`src/rtl/lsu_tracker_if.sv`:
```
// Bundle of the lsu_tracker scheduler, memory and scoreboard signals.
// master = tracker side, slave = scheduler/memory/scoreboard side.
interface lsu_tracker_if #(
   parameter int DATA_WIDTH = 16
);
   logic                  issue_valid;
   logic                  issue_ready;
   logic [1:0]            issue_warp;
   logic [3:0]            issue_mask;
   logic                  issue_we;
   logic [DATA_WIDTH-1:0] issue_addr;
   logic [DATA_WIDTH-1:0] issue_data;

   logic                  mem_req_valid;
   logic                  mem_req_ready;
   logic [DATA_WIDTH-1:0] mem_req_addr;
   logic [DATA_WIDTH-1:0] mem_req_data;
   logic                  mem_req_we;
   logic                  mem_resp_valid;
   logic [DATA_WIDTH-1:0] mem_resp_data;

   logic                  done_bit;
   logic [1:0]            warp_num_clear;
   logic [3:0]            threads_mask_clear;
   logic                  wb_valid;
   logic [DATA_WIDTH-1:0] wb_data;
   logic                  err;

   modport master (
      input  issue_valid, issue_warp, issue_mask, issue_we, issue_addr, issue_data,
      output issue_ready,
      output mem_req_valid, mem_req_addr, mem_req_data, mem_req_we,
      input  mem_req_ready, mem_resp_valid, mem_resp_data,
      output done_bit, warp_num_clear, threads_mask_clear, wb_valid, wb_data, err
   );

   modport slave (
      output issue_valid, issue_warp, issue_mask, issue_we, issue_addr, issue_data,
      input  issue_ready,
      input  mem_req_valid, mem_req_addr, mem_req_data, mem_req_we,
      output mem_req_ready, mem_resp_valid, mem_resp_data,
      input  done_bit, warp_num_clear, threads_mask_clear, wb_valid, wb_data, err
   );
endinterface

```
`src/rtl/lsu_tracker.sv`:
```
// In-order load/store tracker: FIFO of issued memory ops, request channel, in-order completion.
// Optional watchdog error enabled by defining LSU_TRACKER_TIMEOUT_EN.
module lsu_tracker #(
   parameter int DATA_WIDTH     = 16,
   parameter int DEPTH          = 4,
   parameter int TIMEOUT_CYCLES = 64
) (
   input logic           clk,
   input logic           reset,
   lsu_tracker_if.master bus
);
   localparam int AW = $clog2(DEPTH);
   localparam int PW = AW + 1;

   typedef struct packed {
      logic [1:0]            warp;
      logic [3:0]            mask;
      logic                  we;
      logic [DATA_WIDTH-1:0] addr;
      logic [DATA_WIDTH-1:0] data;
   } entry_t;

   if (DEPTH < 2 || (DEPTH & (DEPTH - 1)) != 0 || TIMEOUT_CYCLES < 1) begin : g_bad_param
      $error("lsu_tracker: DEPTH must be a power of 2 >= 2 and TIMEOUT_CYCLES >= 1");
   end

   entry_t        entries [DEPTH];
   logic [PW-1:0] tail;
   logic [PW-1:0] send;
   logic [PW-1:0] head;
   logic [PW-1:0] occupancy;
   logic          issue_fire;
   logic          req_fire;
   logic          outstanding;
   logic          pop;

   // Space is judged from registered pointers, so a pop frees a slot only from the next cycle.
   assign occupancy       = tail - head;
   assign bus.issue_ready = occupancy < PW'(DEPTH);
   assign issue_fire      = bus.issue_valid && bus.issue_ready;

   assign bus.mem_req_valid = send != tail;
   assign bus.mem_req_addr  = entries[send[AW-1:0]].addr;
   assign bus.mem_req_data  = entries[send[AW-1:0]].data;
   assign bus.mem_req_we    = entries[send[AW-1:0]].we;
   assign req_fire          = bus.mem_req_valid && bus.mem_req_ready;

   assign outstanding = send != head;
   assign pop         = bus.mem_resp_valid && outstanding;

   // NOTE: the entry storage has no reset; pointers alone define which entries are live,
   // which keeps the array a plain RAM.
   always_ff @(posedge clk) begin
      if (issue_fire) begin
         entries[tail[AW-1:0]] <= '{warp: bus.issue_warp, mask: bus.issue_mask,
                                    we: bus.issue_we, addr: bus.issue_addr,
                                    data: bus.issue_data};
      end
   end

   // NOTE: non-blocking assignments so every pointer samples the pre-edge state of the others.
   always_ff @(posedge clk) begin
      if (reset) begin
         tail <= '0;
         send <= '0;
         head <= '0;
      end else begin
         if (issue_fire) tail <= tail + PW'(1);
         if (req_fire)   send <= send + PW'(1);
         if (pop)        head <= head + PW'(1);
      end
   end

   // Completion strobe; clear/writeback fields hold their last value between pops.
   always_ff @(posedge clk) begin
      if (reset) begin
         bus.done_bit           <= 1'b0;
         bus.wb_valid           <= 1'b0;
         bus.warp_num_clear     <= '0;
         bus.threads_mask_clear <= '0;
         bus.wb_data            <= '0;
      end else begin
         bus.done_bit <= pop;
         bus.wb_valid <= pop && !entries[head[AW-1:0]].we;
         if (pop) begin
            bus.warp_num_clear     <= entries[head[AW-1:0]].warp;
            bus.threads_mask_clear <= entries[head[AW-1:0]].mask;
         end
         if (pop && !entries[head[AW-1:0]].we) bus.wb_data <= bus.mem_resp_data;
      end
   end

`ifdef LSU_TRACKER_TIMEOUT_EN
   localparam int WW = $clog2(TIMEOUT_CYCLES) + 1;

   logic [WW-1:0] wd_count;
   logic          err_q;

   // err rises on the edge where the count reaches TIMEOUT_CYCLES; the count then saturates.
   always_ff @(posedge clk) begin
      if (reset) begin
         wd_count <= '0;
         err_q    <= 1'b0;
      end else begin
         if (pop || !outstanding) begin
            wd_count <= '0;
         end else if (wd_count != WW'(TIMEOUT_CYCLES)) begin
            wd_count <= wd_count + WW'(1);
            if (wd_count == WW'(TIMEOUT_CYCLES - 1)) err_q <= 1'b1;
         end
      end
   end

   assign bus.err = err_q;
`else
   assign bus.err = 1'b0;
`endif
endmodule

```
`src/flat_wrapper.sv`:
```
// flat-port wrapper written by rule: the top's interface ports become plain ports
module lsu_tracker_flat 
#(
   parameter int DATA_WIDTH     = 16,
   parameter int DEPTH          = 4,
   parameter int TIMEOUT_CYCLES = 64
)
  (clk, reset, bus_issue_valid, bus_issue_warp, bus_issue_mask, bus_issue_we, bus_issue_addr, bus_issue_data, bus_issue_ready, bus_mem_req_valid, bus_mem_req_addr, bus_mem_req_data, bus_mem_req_we, bus_mem_req_ready, bus_mem_resp_valid, bus_mem_resp_data, bus_done_bit, bus_warp_num_clear, bus_threads_mask_clear, bus_wb_valid, bus_wb_data, bus_err);
  lsu_tracker_if #(.DATA_WIDTH(DATA_WIDTH)) bus_i ();
  input logic clk;
  input logic reset;
  input wire logic [$bits(bus_i.issue_valid)-1:0] bus_issue_valid;
  input wire logic [$bits(bus_i.issue_warp)-1:0] bus_issue_warp;
  input wire logic [$bits(bus_i.issue_mask)-1:0] bus_issue_mask;
  input wire logic [$bits(bus_i.issue_we)-1:0] bus_issue_we;
  input wire logic [$bits(bus_i.issue_addr)-1:0] bus_issue_addr;
  input wire logic [$bits(bus_i.issue_data)-1:0] bus_issue_data;
  output wire logic [$bits(bus_i.issue_ready)-1:0] bus_issue_ready;
  output wire logic [$bits(bus_i.mem_req_valid)-1:0] bus_mem_req_valid;
  output wire logic [$bits(bus_i.mem_req_addr)-1:0] bus_mem_req_addr;
  output wire logic [$bits(bus_i.mem_req_data)-1:0] bus_mem_req_data;
  output wire logic [$bits(bus_i.mem_req_we)-1:0] bus_mem_req_we;
  input wire logic [$bits(bus_i.mem_req_ready)-1:0] bus_mem_req_ready;
  input wire logic [$bits(bus_i.mem_resp_valid)-1:0] bus_mem_resp_valid;
  input wire logic [$bits(bus_i.mem_resp_data)-1:0] bus_mem_resp_data;
  output wire logic [$bits(bus_i.done_bit)-1:0] bus_done_bit;
  output wire logic [$bits(bus_i.warp_num_clear)-1:0] bus_warp_num_clear;
  output wire logic [$bits(bus_i.threads_mask_clear)-1:0] bus_threads_mask_clear;
  output wire logic [$bits(bus_i.wb_valid)-1:0] bus_wb_valid;
  output wire logic [$bits(bus_i.wb_data)-1:0] bus_wb_data;
  output wire logic [$bits(bus_i.err)-1:0] bus_err;
  assign bus_i.issue_valid = bus_issue_valid;
  assign bus_i.issue_warp = bus_issue_warp;
  assign bus_i.issue_mask = bus_issue_mask;
  assign bus_i.issue_we = bus_issue_we;
  assign bus_i.issue_addr = bus_issue_addr;
  assign bus_i.issue_data = bus_issue_data;
  assign bus_issue_ready = bus_i.issue_ready;
  assign bus_mem_req_valid = bus_i.mem_req_valid;
  assign bus_mem_req_addr = bus_i.mem_req_addr;
  assign bus_mem_req_data = bus_i.mem_req_data;
  assign bus_mem_req_we = bus_i.mem_req_we;
  assign bus_i.mem_req_ready = bus_mem_req_ready;
  assign bus_i.mem_resp_valid = bus_mem_resp_valid;
  assign bus_i.mem_resp_data = bus_mem_resp_data;
  assign bus_done_bit = bus_i.done_bit;
  assign bus_warp_num_clear = bus_i.warp_num_clear;
  assign bus_threads_mask_clear = bus_i.threads_mask_clear;
  assign bus_wb_valid = bus_i.wb_valid;
  assign bus_wb_data = bus_i.wb_data;
  assign bus_err = bus_i.err;
  lsu_tracker #(.DATA_WIDTH(DATA_WIDTH), .DEPTH(DEPTH), .TIMEOUT_CYCLES(TIMEOUT_CYCLES)) u_core (.clk(clk), .reset(reset), .bus(bus_i));
endmodule
```
`config.mk`:
```
export PLATFORM = sky130hd
export DESIGN_NAME = lsu_tracker_flat
export DESIGN_NICKNAME = d
export VERILOG_FILES = /design/src/rtl/lsu_tracker_if.sv /design/src/rtl/lsu_tracker.sv /design/src/flat_wrapper.sv
export SDC_FILE = /design/constraint.sdc
export NUM_CORES = 1
export LEC_CHECK = 0
export BUFFER_PORTS_ARGS = -buffer_cell sky130_fd_sc_hd__buf_2
export CAP_MARGIN = 20
export CORE_AREA = 2 2 158 160
export CTS_CLUSTER_DIAMETER = 120
export DETAILED_ROUTE_END_ITERATION = 7
export DIE_AREA = 0 0 160 162
export PLACE_DENSITY = 0.53
export SYNTH_ARGS = -nofsm -noshare
export SYNTH_HDL_FRONTEND = slang
export SYNTH_SLANG_ARGS = --single-unit
```
`constraint.sdc`:
```
create_clock -name clk -period 3.8 [get_ports clk]
set_clock_uncertainty 0.15 [all_clocks]
set_input_delay 0.19 -clock clk [delete_from_list [all_inputs] [get_ports clk]]
set_output_delay 0.19 -clock clk [all_outputs]
set_load 0.05 [all_outputs]
```
---- Word-level counts from Yosys, hierarchy flattened ----
Memory sizes are Yosys's and may differ from the RTL's. A register that Yosys moved wholly into a read port is not among the register bits.
Index checks and enable logic that the tools add are counted.
word-level totals
  memory bits (writable) .................. 156
  register bits after elaboration ......... 33
  memories kept ........................... 1
  output and inout bits ................... 60
operators by class
  order comparisons ....................... 1
  mux-type cells .......................... 6
  eq/ne operators ......................... 2
  $add $sub $neg .......................... 4
  reductions and logical operators ........ 5
memory list
  memory          depth  width  rd ports  clocked after memory_dff  wr ports  line               text
  u_core.entries  4      39     2         2                         1         lsu_tracker.sv:27  entry_t entries [DEPTH];
operators with widths
  cell                                                           count
  3-bit by 1-bit adder with 3-bit output, second input constant  3
  2-bit two-way mux                                              4
  3-bit inequality test                                          2
  1-bit logical AND                                              4
  3-bit < comparator, second input constant                      1
  3-bit subtractor                                               1
  1-bit two-way mux                                              2
  1-bit logical NOT                                              1

---- Depth between registers and ports, before layout ----
  depth in word-level cells ............... 5
  mapped depth ............................ 7
  gate-level depth less buffers ........... 6

---- Worst setup path after synthesis ----
No wires, ideal clock.
  path kind ............................... register to register
  start point ............................. register u_core.head[1]
  end point ............................... register u_core.tail[2]
  arrival time ............................ 3,339 ps
  cell stages (with the launch flop) ...... 7
  library setup time ...................... 122 ps
  setup slack ............................. 190 ps
  clock period less this slack ............ 3,610 ps
  path buffers ............................ 0
  cells stage by stage .................... dfxtp_1 -> inv_1 -> ha_1 -> a21oi_1 -> xnor2_1 -> and3_1 -> mux2_2
on the way
  cells in the longest elaborated chain, start to end .. 3
RTL lines
  item                    line                text
  from (decl)             lsu_tracker.sv:30   logic [PW-1:0] head;
  from (signal assigned)  lsu_tracker.sv:70   if (pop) head <= head + PW'(1);
  3-bit subtractor        lsu_tracker.sv:38   assign occupancy = tail - head;
  3-bit < comparator      lsu_tracker.sv:39   assign bus.issue_ready = occupancy < PW'(DEPTH);
  net bus_issue_ready     flat_wrapper.sv:18  output wire logic [$bits(bus_i.issue_ready)-1:0] bus_issue_ready;
  1-bit logical AND       lsu_tracker.sv:40   assign issue_fire = bus.issue_valid && bus.issue_ready;
  to (signal assigned)    lsu_tracker.sv:68   if (issue_fire) tail <= tail + PW'(1);
  to (decl)               lsu_tracker.sv:28   logic [PW-1:0] tail;
The timed path passes the listed nets, and every way through them passes these cells.
A chain may end at the register's enable or synchronous reset.

---- Worst setup path in the final report ----
  start point ............................. register u_core.head[1]
  end point ............................... memory u_core.entries[3][38] (netlist bit) (enable)
on the way
  cells in the longest elaborated chain, start to end .. 5
RTL lines
  item                                     line               text
  3-bit subtractor                         lsu_tracker.sv:38
  3-bit < comparator                       lsu_tracker.sv:39
  1-bit logical AND                        lsu_tracker.sv:40
  1-bit two-way mux                        lsu_tracker.sv:54  if (issue_fire) begin
  1-bit two-way mux (not written as such)  lsu_tracker.sv:55  entries[tail[AW-1:0]] <= '{warp: bus.issue_warp, mask: bus.issue_mask,
  to (decl)                                lsu_tracker.sv:27
Every way passes these cells.

==> impl_metrics.yaml <==
floorplanning:
  chipWidth_um: 160
  fp.dieArea_um2: 25920
  core-area_um2: 24110
  die_y_um: 162
  rows: 57
  initial_core_util: 0.2971
  io_pins: 120
yosys:
  synth_warnings: 0
  synth_seq_cells: 193
  syn_area_per_cell_um2: 19.25
  seq_area_frac_synth: 0.7575
  yosysUniqueCellTypes: 33
  synthCells: 372
  synth_area_um2: 7162
  syn_nets: 439
setup_path:
  critPathMaxFanout: 33
  r2r-start: "u_core.head[1]$_SDFFE_PP0P_"
  start_kind: "flop"
  reg2reg_slack_ns: 1.13
  worstPathRequired_ns: 3.71
  cp-startpoint: "u_core.head[1]$_SDFFE_PP0P_"
  crit_path_end: "u_core.entries[3][38]$_DFFE_PP_"
  crit_arrival_ns: 2.59
  rr_worst_depth: 6
  endpoint_kind: "flop"
  r2r_end: "u_core.entries[3][38]$_DFFE_PP_"
  path_class: "flop to flop"
route:
  wirelength_um: 14610
  drtAntennaViolNets: 0
  viasPerCell: 4.320
  drt_pass1_iterations: 4
  wl_per_cell_um: 16.42
  drc: 0
  vias: 3845
  drt_iter0_drc: 230
final_layout:
  final_util: 0.3854
  final_cells: 890
  area_growth_pct: 29.73
  drive_above_1_share: 0.3551
  antennaDiodeCount: 0
  fillCellCount: 2303
  layout_common_cells: "156 x edfxtp_1, 118 x buf_2, 57 x dlygate4sd3_1, 35 x dfxtp_1, 34 x mux4_2"
  final-seq-area_um2: 5428
  layout_commonest_cell: "edfxtp_1"
  finalInstanceArea_um2: 9291
  multiInputGateArea_um2: 1619
  nNetsFinal: 620
global_routing:
  grt_pass1_wl_um: 22830
  grt_pass1_vias: 4048
  antenna_found_initial: 1
  grt_max_degree: 40
  grt-ovfl-total: 0
  grt_util_all_layers: 0.1173
sta:
  setup_viol: 0
  rsz0062_at_grt: "false"
  relSlewSlack: 0.3605
  hold_viol_final: 0
  period_needed_ns: 2.675
  slew_viol_final: 0
  worstMarginPinSlew_ns: 0.9592
  fmax_mhz: 373.8
  tns_ns: 0
  fin_crit_sh: 0.7039
placed_design:
  place_congestion: 0.7817
  place_area_um2: 8115
  hpwl_um: 9090
  io_buffers: 118
  dp_cells: 801
min_path:
  min-delay-path-class: "input port to flop"
  holdPathStages: 4
  hold_start: "bus_mem_resp_valid"
pwr:
  powerDensity_nw_per_um2: 756.4
  cellLeakagePower_uw: 0.003336
  ir_worst_vdd_uv: 413.6
cts:
  clk_latency_ns: 0.43
  cts_resized: 0
  h-tree-depth: 4
  cts_sinks: 193
  cts_tree: "built"
  clk_path_buf_depth: 2
  clkTransAtPathRegs_ns: 0.07
  cts_made_buffers: 17
  root_buffer: "clkbuf_16"
flow_run:
  maxCapViolCount: 0
run_status:
  status: "completed"
## per-stage QoR
step                hold slack (ns)  power [uW]  setup WS, ns
floorplan                    0.1389        4668        0.1895
global placement             0.2528        5248         1.196
detailed placement           0.2577        5285         1.111
CTS                         0.07616        7154         1.065
global route                 0.1171        7365        0.9317
finish                      0.09914        7028         1.125
## metal layers
metal,part of all wire,track usage,up-vias,routed length [um]
li1,-,-,1803,-
met1,0.44,0.1390,1934,6391
met2,0.51,0.2044,94,7412
met3,0.045,0.03805,12,652
met4,0.010,0.03563,2,147
met5,0.00062,0,-,9
## synthesized netlist by cell type
| cell type | n | area share |
|---|---|---|
| nand2b_1 | 2 | 0.0017 |
| conb_1 | 1 | 0.00052 |
| xor2_1 | 7 | 0.0086 |
| ha_1 | 7 | 0.012 |
| mux4_2 | 34 | 0.11 |
| nand3_1 | 4 | 0.0028 |
| nor2_1 | 17 | 0.0089 |
| a21oi_1 | 18 | 0.013 |
| xnor2_1 | 5 | 0.0061 |
| clkbuf_1 | 9 | 0.0047 |
| buf_2 | 5 | 0.0035 |
| nand2_1 | 32 | 0.017 |
| o21ai_0 | 1 | 0.00070 |
| or2_1 | 1 | 0.00087 |
| inv_1 | 4 | 0.0021 |
| edfxtp_1 | 156 | 0.65 |
| buf_4 | 1 | 0.0010 |
| and2_1 | 1 | 0.00087 |
| nor2b_1 | 1 | 0.00087 |
| nand4b_1 | 1 | 0.0012 |
| and3_1 | 4 | 0.0035 |
| buf_6 | 2 | 0.0031 |
| buf_8 | 1 | 0.0021 |
| dfxtp_1 | 37 | 0.10 |
| nor2_4 | 1 | 0.0016 |
| mux2_2 | 1 | 0.0016 |
| mux4_1 | 6 | 0.022 |
| buf_1 | 1 | 0.00052 |
| nand2_2 | 2 | 0.0017 |
| o31ai_2 | 1 | 0.0017 |
| mux2i_1 | 7 | 0.0098 |
| nor3_1 | 1 | 0.00070 |
| o31ai_1 | 1 | 0.0010 |
## registers in the layout (all words and copies together), names as in the netlist, named ones only
register,flops
u_core.bus.done_bit,1
u_core.bus.wb_valid,1
u_core.bus.threads_mask_clear,4
u_core.head,3
u_core.send,3
u_core.tail,3
u_core.bus.wb_data,16
u_core.bus.warp_num_clear,2
u_core.entries,156
## power by group
part,leakage [uW],switching [uW],internal (uW)
clock network,0.000297,849,953
registers,0.00173,199,2650
logic,0.00131,1630,753
total,0.00334,2670,4360
## how the worst min path moves through the flow
stage	endpoint	slack, ns
after floorplan	u_core.entries[0][0]$_DFFE_PP_	0.14
after global placement	u_core.entries[2][24]$_DFFE_PP_	0.25
after detailed placement	u_core.entries[0][24]$_DFFE_PP_	0.26
after CTS	u_core.bus.done_bit$_SDFF_PP0_	0.08
after global routing	u_core.bus.done_bit$_SDFF_PP0_	0.12
final	u_core.bus.done_bit$_SDFF_PP0_	0.1
## cell type report
cell class | count | area share
clock inverters | 15 | 0.01939
multi-input cells | 156 | 0.1743
repair buffers | 181 | 0.1312
clock buffers | 17 | 0.04579
flip-flops and latches | 193 | 0.5842
inverters | 4 | 0.001616
well taps | 324 | 0.04363
## worst max-delay path, stage by stage (launching register included)
cell	delay [ns]
dfxtp_1	0.39
inv_1	0.06
ha_1	0.27
a21oi_1	0.06
xnor2_1	0.44
and3_2	0.40
buf_4	0.49
## repair_timing
action	CTS	global route
setup buffers	0	0
endpoints found under the hold margin	177	0
hold buffers	57	0
## logic make-up (layout without fill, tap and decap cells)
| family | Yosys count | in the layout | share of synthesized area |
|---|---|---|---|
| AOI/OAI and AO/OA | 21 | 21 | 0.01607 |
| xor gates and xnor gates | 12 | 12 | 0.01467 |
| adders and majority gates | 7 | 7 | 0.01223 |
| buffers and inverters | 23 | 217 | 0.01712 |
| DFF | 193 | 193 | 0.7575 |
| muxes | 48 | 48 | 0.1403 |
| other | 1 | 1 | 0.0005236 |
| and+or+nand+nor | 67 | 67 | 0.04158 |
(Power assumes the default switching activity.)
